===== src/rtl/shift_reg_loader.sv =====
// shift_reg_loader
//   Feeds a serial-in/parallel-out shift_reg. Parallel words arrive on a
//   valid/ready handshake into a one-entry holding register, are moved into an
//   active shift register and sent one bit per clk on d/en/dir. After MSB
//   enabled cycles the downstream shift_reg holds the word exactly.
//
// Parameters
//   MSB  word width (must match downstream shift_reg)
//   GAP  idle (en=0) cycles between consecutive words, 0 = back-to-back
//
// Ports
//   clk, rst          clock, async active-high reset
//   in_data, in_dir   word and its shift direction (0 = MSB-first, 1 = LSB-first)
//   in_valid/in_ready handshake; accept when both high at posedge
//   d, en, dir        serial bit, shift enable, direction to shift_reg
//   busy              word in flight or holding register occupied
//   done              one-cycle pulse after the last bit of a word is shifted
module shift_reg_loader #(
  parameter int MSB = 16,
  parameter int GAP = 1
) (
  input  logic           clk,
  input  logic           rst,
  input  logic [MSB-1:0] in_data,
  input  logic           in_dir,
  input  logic           in_valid,
  output logic           in_ready,
  output logic           d,
  output logic           en,
  output logic           dir,
  output logic           busy,
  output logic           done
);

  localparam int CW = (MSB > 1) ? $clog2(MSB) : 1;
  localparam int GW = (GAP > 1) ? $clog2(GAP) : 1;
  localparam logic [CW-1:0] CLAST = CW'(MSB - 1);
  localparam logic [GW-1:0] GLAST = GW'((GAP > 0) ? GAP - 1 : 0);

  typedef enum logic [1:0] {S_IDLE, S_SHIFT, S_GAP} state_t;

  typedef struct packed {
    logic [MSB-1:0] word;
    logic           dir;
    logic           full;
  } hold_t;

  state_t         state_q, state_nxt;
  hold_t          hold_q;
  logic [MSB-1:0] act_q;
  logic           act_dir_q;
  logic [CW-1:0]  cnt_q;
  logic [GW-1:0]  gcnt_q;
  logic           done_q;

  logic load;    // move holding -> active this edge
  logic accept;
  logic last;

  assign last   = (cnt_q == CLAST);
  assign accept = in_valid && in_ready;

  // next-state / transfer decision
  always_comb begin
    state_nxt = state_q;
    load      = 1'b0;
    case (state_q)
      S_IDLE: begin
        if (hold_q.full) begin
          load      = 1'b1;
          state_nxt = S_SHIFT;
        end
      end
      S_SHIFT: begin
        if (last) begin
          if (GAP > 0) begin
            state_nxt = S_GAP;
          end else if (hold_q.full) begin
            load      = 1'b1;        // back-to-back: en stays high
          end else begin
            state_nxt = S_IDLE;
          end
        end
      end
      S_GAP: begin
        // The last gap cycle does IDLE's transfer itself so the en=0 window
        // between queued words is exactly GAP cycles, not GAP+1.
        if (gcnt_q == GLAST) begin
          if (hold_q.full) begin
            load      = 1'b1;
            state_nxt = S_SHIFT;
          end else begin
            state_nxt = S_IDLE;
          end
        end
      end
      default: state_nxt = S_IDLE;
    endcase
  end

  always_ff @(posedge clk or posedge rst) begin
    if (rst) state_q <= S_IDLE;
    else     state_q <= state_nxt;
  end

  // holding register; in_ready is low whenever full, so accept and load
  // never hit the same edge
  always_ff @(posedge clk or posedge rst) begin
    if (rst) begin
      hold_q <= '0;
    end else if (load) begin
      hold_q.full <= 1'b0;
    end else if (accept) begin
      hold_q <= '{word: in_data, dir: in_dir, full: 1'b1};
    end
  end

  // active shift register; shifts toward the bit just sent
  always_ff @(posedge clk or posedge rst) begin
    if (rst) begin
      act_q     <= '0;
      act_dir_q <= 1'b0;
      cnt_q     <= '0;
    end else if (load) begin
      act_q     <= hold_q.word;
      act_dir_q <= hold_q.dir;
      cnt_q     <= '0;
    end else if (state_q == S_SHIFT) begin
      act_q <= act_dir_q ? (act_q >> 1) : (act_q << 1);
      cnt_q <= last ? '0 : cnt_q + 1'b1;
    end
  end

  always_ff @(posedge clk or posedge rst) begin
    if (rst)                                      gcnt_q <= '0;
    else if (state_q == S_GAP && gcnt_q != GLAST) gcnt_q <= gcnt_q + 1'b1;
    else                                          gcnt_q <= '0;
  end

  always_ff @(posedge clk or posedge rst) begin
    if (rst) done_q <= 1'b0;
    else     done_q <= (state_q == S_SHIFT) && last;
  end

  assign en       = (state_q == S_SHIFT);
  assign d        = en && (act_dir_q ? act_q[0] : act_q[MSB-1]);
  assign dir      = act_dir_q;
  assign done     = done_q;
  assign busy     = (state_q != S_IDLE) || hold_q.full;
  assign in_ready = !hold_q.full && !rst;

endmodule


===== config.mk =====
export PLATFORM = sky130hd
export DESIGN_NAME = shift_reg_loader
export DESIGN_NICKNAME = d
export VERILOG_FILES = /design/src/rtl/shift_reg_loader.sv
export SDC_FILE = /design/constraint.sdc
export NUM_CORES = 1
export LEC_CHECK = 0
export BUFFER_PORTS_ARGS = -buffer_cell sky130_fd_sc_hd__buf_2
export CAP_MARGIN = 40
export CORE_UTILIZATION = 50
export CTS_BUF_LIST = sky130_fd_sc_hd__clkbuf_2
export CTS_CLUSTER_DIAMETER = 100
export DETAILED_ROUTE_END_ITERATION = 8
export PLACE_DENSITY = 0.75
export SETUP_SLACK_MARGIN = 0.15
export SYNTH_ARGS = -nofsm -noshare
export SYNTH_HDL_FRONTEND = slang
export SYNTH_SLANG_ARGS = --single-unit

===== constraint.sdc =====
create_clock -name clk -period 3.95 [get_ports clk]
set_input_delay 0.1975 -clock clk [delete_from_list [all_inputs] [get_ports clk]]
set_output_delay 0.1975 -clock clk [all_outputs]
set_load 0.02 [all_outputs]

==> run summary, run 1 <==
* 2.51 mm — final HPWL from detailed placement
* state_q[1] — worst setup path startpoint
* en — last element of the critical path
* reg2out — class of the most critical setup path
* 66.9 um — DIE WIDTH
* 1405 — total vias in the final route
* 4 — DR pass1 iterations
* finished, final reports clean — outcome
* 165 — synthesized netlist cell count
* in2reg — worst min-delay path category
* 0 — number of hold violations in the final report
* state_q[1] — launch point of the worst reg-to-reg path
* 349 — FILL cells
* 43 — number of storage elements in the synthesis netlist
* 0 — Antenna Violating Nets Remaining
* 32.5% — fraction of layout cells with a size suffix above 1
* 2280 ps — register-to-register path setup slack
* 3.91 mm — Routed Wire Length
* 0.416% — Synth Area in XOR/XNOR
* 410 ps — clock insertion delay at the later pin of the skew report
* 0 — total inserted antenna cells
* 0.594% — post-synthesis adder-cell area fraction
* sky130_fd_sc_hd__dfrtp_1 (43), sky130_fd_sc_hd__buf_2 (25), sky130_fd_sc_hd__dlygate4sd3_1 (18) — highest-count cells in the layout ignoring fill and taps
* 51.1% — sequential element share of the synthesized area
* 0.00447 sq mm — die area
* 0 — initial antenna violation count
* 2 — largest buffer count on any clock path
* 0.00403 sq mm — CORE AREA
* 186 — Syn Nets
* act_q[0] — worst reg2reg path endpoint
* 3750 ps — Data required, critical path
* 20 — maximum fanout along the worst path
* 54.1% — period utilization
* 0 — Warnings, synthesis
* 0.00240 sq mm — final std cell area, no fill
* primary output — crit path capture type
* 0 — max-cap check violation count
* sky130_fd_sc_hd__dfrtp_1 — most common cell after layout, fill and taps aside
* 896 ps — pin slew with the least headroom to its limit
* 40.3% — worst rel slew slack
* 1940 ps — data arrival at the endpoint of the critical path
* 0.468 GHz — peak clock frequency supported by timing
* 1810 ps — minimum setup slack in the final design
* multiplexers — dominant combinational cell family by area after synthesis
* 0 — number of endpoints failing setup at the final stage
* 230 ps — clock transition at the registers of the reported paths
* 2140 ps — fin crit period
* 5 — CTS buffer count
* 15.7% — multiplexer share of the synthesized area
* 1450 — number of global-route vias before repair
* 5.49 — vias per cell
* 0.00211 sq mm — Netlist Area Pre-Place
* 13.3 ps — worst-case clock skew
* 0.000341 V — worst vdd ir
* 1.09 nW — Pleak
* 14.2% — Area Growth Syn to Fin
* 0 — # DRC
* flip-flop — Startpoint Class
* in_valid — startpoint of the lowest-slack hold path
* 0 — total grt overflow
* 2310 ps — worst setup timing slack at the placement stage
* sky130_fd_sc_hd__clkbuf_2 — buffer type at the clock tree root
* 39 — number of distinct library cells after synthesis
* 4 — number of cells on the worst reg-to-reg path
* 44 — pin count of the biggest net entering global routing
* 0 ps — Setup TNS
* 0 — post-cts sizing count
* 226 — Layout Nets
* 52.3% — Starting Density
* 11.5% — simple-gate area share of the yosys netlist
* 23 — site row count
* 66.9 um — DIE HEIGHT
* 2 — H-tree levels
* 20.1% — total global-route track usage
* yes — TritonCTS clock tree
* 25 — Port Buffers
* 0 — final-report max-slew violation count
* 12.8 sq um — synthesized area divided by synthesized cell count
* 6.56 mm — first-pass GRT wire length
* 0.00217 sq mm — placed inst area
* 26 — # IOs
* 0.789 — last weighted congestion value of the routability-driven placer
* no — unrepaired setup endpoints after global routing
* 34 — Starting DRT DRC Count
* 15.3 um — routed wire length per instance
* 740 mW/mm^2 — areal power density over the cells
* 43 — sinks on the clock net
* 13.6% — compound-cell area share of the yosys netlist
==> synth_stat cells <==
cell type / instances / area share (%)
sky130_fd_sc_hd__o22ai_1: 8 / 2.4
sky130_fd_sc_hd__nor2_1: 6 / 1.1
sky130_fd_sc_hd__clkbuf_8: 2 / 1.3
sky130_fd_sc_hd__o211ai_1: 1 / 0.36
sky130_fd_sc_hd__nor2_8: 1 / 0.95
sky130_fd_sc_hd__xor2_1: 1 / 0.42
sky130_fd_sc_hd__a31oi_1: 1 / 0.30
sky130_fd_sc_hd__or3_1: 1 / 0.30
sky130_fd_sc_hd__or3_2: 1 / 0.36
sky130_fd_sc_hd__o221a_1: 1 / 0.53
sky130_fd_sc_hd__nand2b_2: 1 / 0.42
sky130_fd_sc_hd__nand3_1: 4 / 0.95
sky130_fd_sc_hd__ha_1: 1 / 0.59
sky130_fd_sc_hd__nand2b_1: 1 / 0.30
sky130_fd_sc_hd__buf_12: 1 / 0.95
sky130_fd_sc_hd__inv_1: 2 / 0.36
sky130_fd_sc_hd__nand4_1: 1 / 0.30
sky130_fd_sc_hd__a21oi_1: 1 / 0.24
sky130_fd_sc_hd__o21ai_0: 1 / 0.24
sky130_fd_sc_hd__and2b_1: 3 / 1.1
sky130_fd_sc_hd__buf_6: 5 / 2.7
sky130_fd_sc_hd__buf_4: 4 / 1.4
sky130_fd_sc_hd__o2bb2ai_1: 7 / 2.9
sky130_fd_sc_hd__o221a_2: 7 / 3.7
sky130_fd_sc_hd__nand2_1: 14 / 2.5
sky130_fd_sc_hd__mux2_2: 8 / 4.3
sky130_fd_sc_hd__nor2b_1: 4 / 1.2
sky130_fd_sc_hd__dfrtp_1: 43 / 51
sky130_fd_sc_hd__nor3_1: 1 / 0.24
sky130_fd_sc_hd__nand2b_4: 1 / 0.65
sky130_fd_sc_hd__inv_2: 1 / 0.18
sky130_fd_sc_hd__and2_1: 1 / 0.30
sky130_fd_sc_hd__nor3b_2: 1 / 0.59
sky130_fd_sc_hd__conb_1: 1 / 0.18
sky130_fd_sc_hd__mux2i_1: 9 / 4.3
sky130_fd_sc_hd__mux2_4: 10 / 7.1
sky130_fd_sc_hd__a211oi_1: 7 / 2.5
sky130_fd_sc_hd__o21ai_2: 1 / 0.42
sky130_fd_sc_hd__nand3b_1: 1 / 0.36
==> cell families (layout without fill, tap and decap cells) <==
group                      after synthesis  count (layout)
and+or+nand+nor                         42              42
buffers and inverters                   15              56
xor gates and xnor gates                 1               1
AOI/OAI and AO/OA                       35              35
adders and majority gates                1               1
other                                    1               1
muxes                                   27              27
DFF                                     43              43
==> layout make-up <==
| type | count | area, sq um | share of cell area (%) |
|---|---|---|---|
| flip-flops and latches | 43 | 1080 | 44.7 |
| multi-input cells | 107 | 885 | 36.8 |
| repair buffers | 45 | 320 | 13.3 |
| well taps | 50 | 62.6 | 2.60 |
| clock buffers | 5 | 25.0 | 1.04 |
| clock inverters | 3 | 25.0 | 1.04 |
| inverters | 3 | 11.3 | 0.468 |
==> power by group <==
part | total, mW | switching (mW) | internal [mW]
clock | 0.196 | 0.150 | 0.0457
combinational | 0.729 | 0.324 | 0.406
sequential | 0.853 | 0.200 | 0.653
total | 1.78 | 0.674 | 1.10
==> per-stage QoR <==
stage / utilization (%) / instances / hold slack (ps) / total power [mW]
after detailed placement: 54.0 / 230 / 387 / 1.58
final: 59.7 / 256 / 393 / 1.78
after global placement: 54.0 / 230 / 372 / 1.53
after floorplan: - / 165 / 346 / 1.47
after CTS: 59.7 / 256 / 377 / 1.79
after global routing: 59.7 / 256 / 372 / 1.92
==> flip-flops by register name, indices dropped and copies added, names as in the netlist <==
name	flops
hold_q	18
state_q	2
act_q	16
dir	1
done	1
cnt_q	4
gcnt_q	1
==> routing by layer <==
layer	GRT usage, %	part of all wire, %
met2	32.2	47
met3	5.31	4.2
met4	10.1	1.7
met1	24.8	47
met5	0	0
==> worst max-delay path: stages, from the launching register on <==
cell,delay [ps]
sky130_fd_sc_hd__dfrtp_1,460
sky130_fd_sc_hd__nand2b_1,430
sky130_fd_sc_hd__inv_2,400
sky130_fd_sc_hd__buf_2,230
==> how the worst min path moves through the flow <==
| stage | endpoint | depth (start not counted) |
|---|---|---|
| after floorplan | hold_q[17] | 1 |
| after global placement | hold_q[0] | 3 |
| after detailed placement | hold_q[0] | 3 |
| after global routing | hold_q[0] | 5 |
| after CTS | hold_q[0] | 5 |
| final | hold_q[0] | 5 |
==> repair_timing <==
item | CTS | global route
hold buffers | 18 | 0
buffers inserted | 0 | 0
hold endpoints to repair | 60 | 0
(Power assumes the default switching activity.)
==> inputs of run 2 (changes only) <==
clock period = 2.15 ns   (was 3.95 ns; I/O delays follow)
==> run 2 against run 1 <==
Against the previous run:
- utilization about the same
- critical path depth unchanged
- count of clock-buffer cells in the layout unchanged
- cell count unchanged
- via count increased by 1.2%
- combinational power increased by 84%
- sequential share of layout area about the same
- sequential power increased by 83%
- final area about the same
- global-route usage decreased by 0.54 points
- register-to-register slack got worse by 1700 ps
- critical endpoint unchanged
- largest power group unchanged
==> run summary, run 2 (same netlist as run 1, synthesis figures left out) <==
* finished, final reports clean — outcome
* 15.0 um — routed wire length per instance
* 1820 ps — fin crit period
* 16.1 ps — worst-case clock skew
* 0 — # DRC
* primary output — crit path capture type
* no — unrepaired setup endpoints after global routing
* 0.551 GHz — peak clock frequency supported by timing
* 0 — final-report max-slew violation count
* 560 ps — pin slew with the least headroom to its limit
* 351 — FILL cells
* 0 ps — Setup TNS
* 5.55 — vias per cell
* 256 — final standard cell count with taps included and fillers excluded
* 0 — max-cap check violation count
* 43 — sinks on the clock net
* 23 — site row count
* 54 — Starting DRT DRC Count
* 84.4% — period utilization
* 1.08 nW — Pleak
* 1350 mW/mm^2 — areal power density over the cells
* 1710 ps — data arrival at the endpoint of the critical path
* sky130_fd_sc_hd__dfrtp_1 (42), sky130_fd_sc_hd__buf_2 (25), sky130_fd_sc_hd__dlygate4sd3_1 (18) — highest-count cells in the layout ignoring fill and taps
* 0 — setup bufs post-CTS
* 4 — DR pass1 iterations
* nand2b_2 -> inv_4 -> buf_2 — critical path, cell by cell
* 66.9 um — DIE HEIGHT
* 0 — initial antenna violation count
* 66.9 um — DIE WIDTH
* 6.38 mm — first-pass GRT wire length
* 0 — Antenna Violating Nets Remaining
* 19.6% — total global-route track usage
* 0.00217 sq mm — placed inst area
* 1422 — total vias in the final route
* 0 — number of hold violations in the final report
* hold_q (18), act_q (16), cnt_q (4) — leading registers by flop count
* yes — TritonCTS clock tree
* 2 — largest buffer count on any clock path
* flip-flops — family with the most delay on the worst path
* hold_q — register with the most flip-flops
* 460 ps — Critical Path Max Stage Delay
* sky130_fd_sc_hd__dfrtp_1 — slowest cell on the critical path
* 62.7% — worst rel slew slack
* 420 ps — clock insertion delay at the later pin of the skew report
* 0.00403 sq mm — CORE AREA
* 0.753 — last weighted congestion value of the routability-driven placer
* 14.3% — Area Growth Syn to Fin
* 2.43 mm — final HPWL from detailed placement
* 3.83 mm — Routed Wire Length
* 230 ps — clock transition at the registers of the reported paths
* sky130_fd_sc_hd__clkbuf_2 — buffer type at the clock tree root
* 2040 ps — Data required, critical path
* 20 — maximum fanout along the worst path
* 0.00447 sq mm — die area
* 0.00108 sq mm — combined flip-flop and latch cell area
* 226 — Layout Nets
* reg2out — class of the most critical setup path
* 230 — cell count after placement
* 59.7% — post-layout util
* 18 — number of flip-flops in the largest register
* 2 — H-tree levels
* flip-flop — Startpoint Class
* 887 sq um — area occupied by multi-input gates
* sky130_fd_sc_hd__dfrtp_1 — most common cell after layout, fill and taps aside
* 0 — number of endpoints failing setup at the final stage
* 2 — number of buffers and inverters on the critical path
* in2reg — worst min-delay path category
* 33.5% — fraction of layout cells with a size suffix above 1
* 5 — CTS buffer count
* 0.000638 V — worst vdd ir
* 0.00241 sq mm — final std cell area, no fill
* 44 — pin count of the biggest net entering global routing
* 52.3% — Starting Density
* 0 — total grt overflow
* 25 — Port Buffers
* 1394 — number of global-route vias before repair
* 0 — total inserted antenna cells
* 26 — # IOs
==> run 2: cell types whose count changed in the layout (fill, tap and decap cells not counted), sizes merged <==
cell      previous run  this run
clkinv               2         1
clkinvlp             1         2
==> run 2: repair_timing <==
| action | CTS | global route |
|---|---|---|
| hold endpoints to repair | 60 | 0 |
| setup endpoints to repair | 2 | 2 |
| resized for setup | 2 | 1 |
| hold buffers | 18 | 0 |
==> run 2: per-layer routing <==
| metal | wire length, um | share of wire (%) | track usage (%) | up-vias |
|---|---|---|---|---|
| li1 | - | - | - | 686 |
| met4 | 69 | 1.8 | 8.78 | 0 |
| met5 | 0 | 0 | 0 | - |
| met1 | 1780 | 46 | 23.6 | 698 |
| met2 | 1830 | 48 | 32.7 | 31 |
| met3 | 148 | 3.9 | 4.79 | 7 |
==> run 2: layout make-up <==
cell class              count  share of cell area [%]
inverters                   3                   0.572
flip-flops and latches     43                    44.8
multi-input cells         107                    36.9
repair buffers             45                    13.3
clock buffers               5                    1.04
well taps                  50                    2.60
clock inverters             3                   0.832
==> run 2: worst reg2reg max path, cell delays in order, from the launching register on <==
cell and delay, ps:
sky130_fd_sc_hd__dfrtp_1 440, sky130_fd_sc_hd__and2_1 500, sky130_fd_sc_hd__o21ai_2 270, sky130_fd_sc_hd__o221a_2 300
==> run 2: path summary, 6_finish.rpt <==
kind / startpoint / end / slack (ps) / cells after the start
worst max-delay path: state_q[1] / en / 330 / 3
worst min-delay path: in_valid / hold_q[0] / 290 / 5
worst max register to register: state_q[1] / act_q[6] / 540 / 3
worst min register to register: hold_q[15] / act_q[13] / 510 / 1
max in group asynchronous: rst / dir / 1390 / 4
min in group asynchronous: rst / hold_q[16] / 350 / 4
==> run 2: per-stage QoR <==
step | hold WS, ps | worst slack (ps) | total power, mW
final | 290 | 335 | 3.25
after global routing | 315 | 214 | 3.49
after CTS | 292 | 137 | 3.26
after detailed placement | 305 | 496 | 2.89
after global placement | 286 | 576 | 2.82
after floorplan | 256 | 767 | 2.70
==> run 2: power breakdown <==
group          internal, mW  switching [mW]  total [mW]  leakage (nW)
registers              1.20           0.356        1.56         0.512
clock network        0.0769           0.279       0.356        0.0250
logic                 0.745           0.594        1.34         0.545
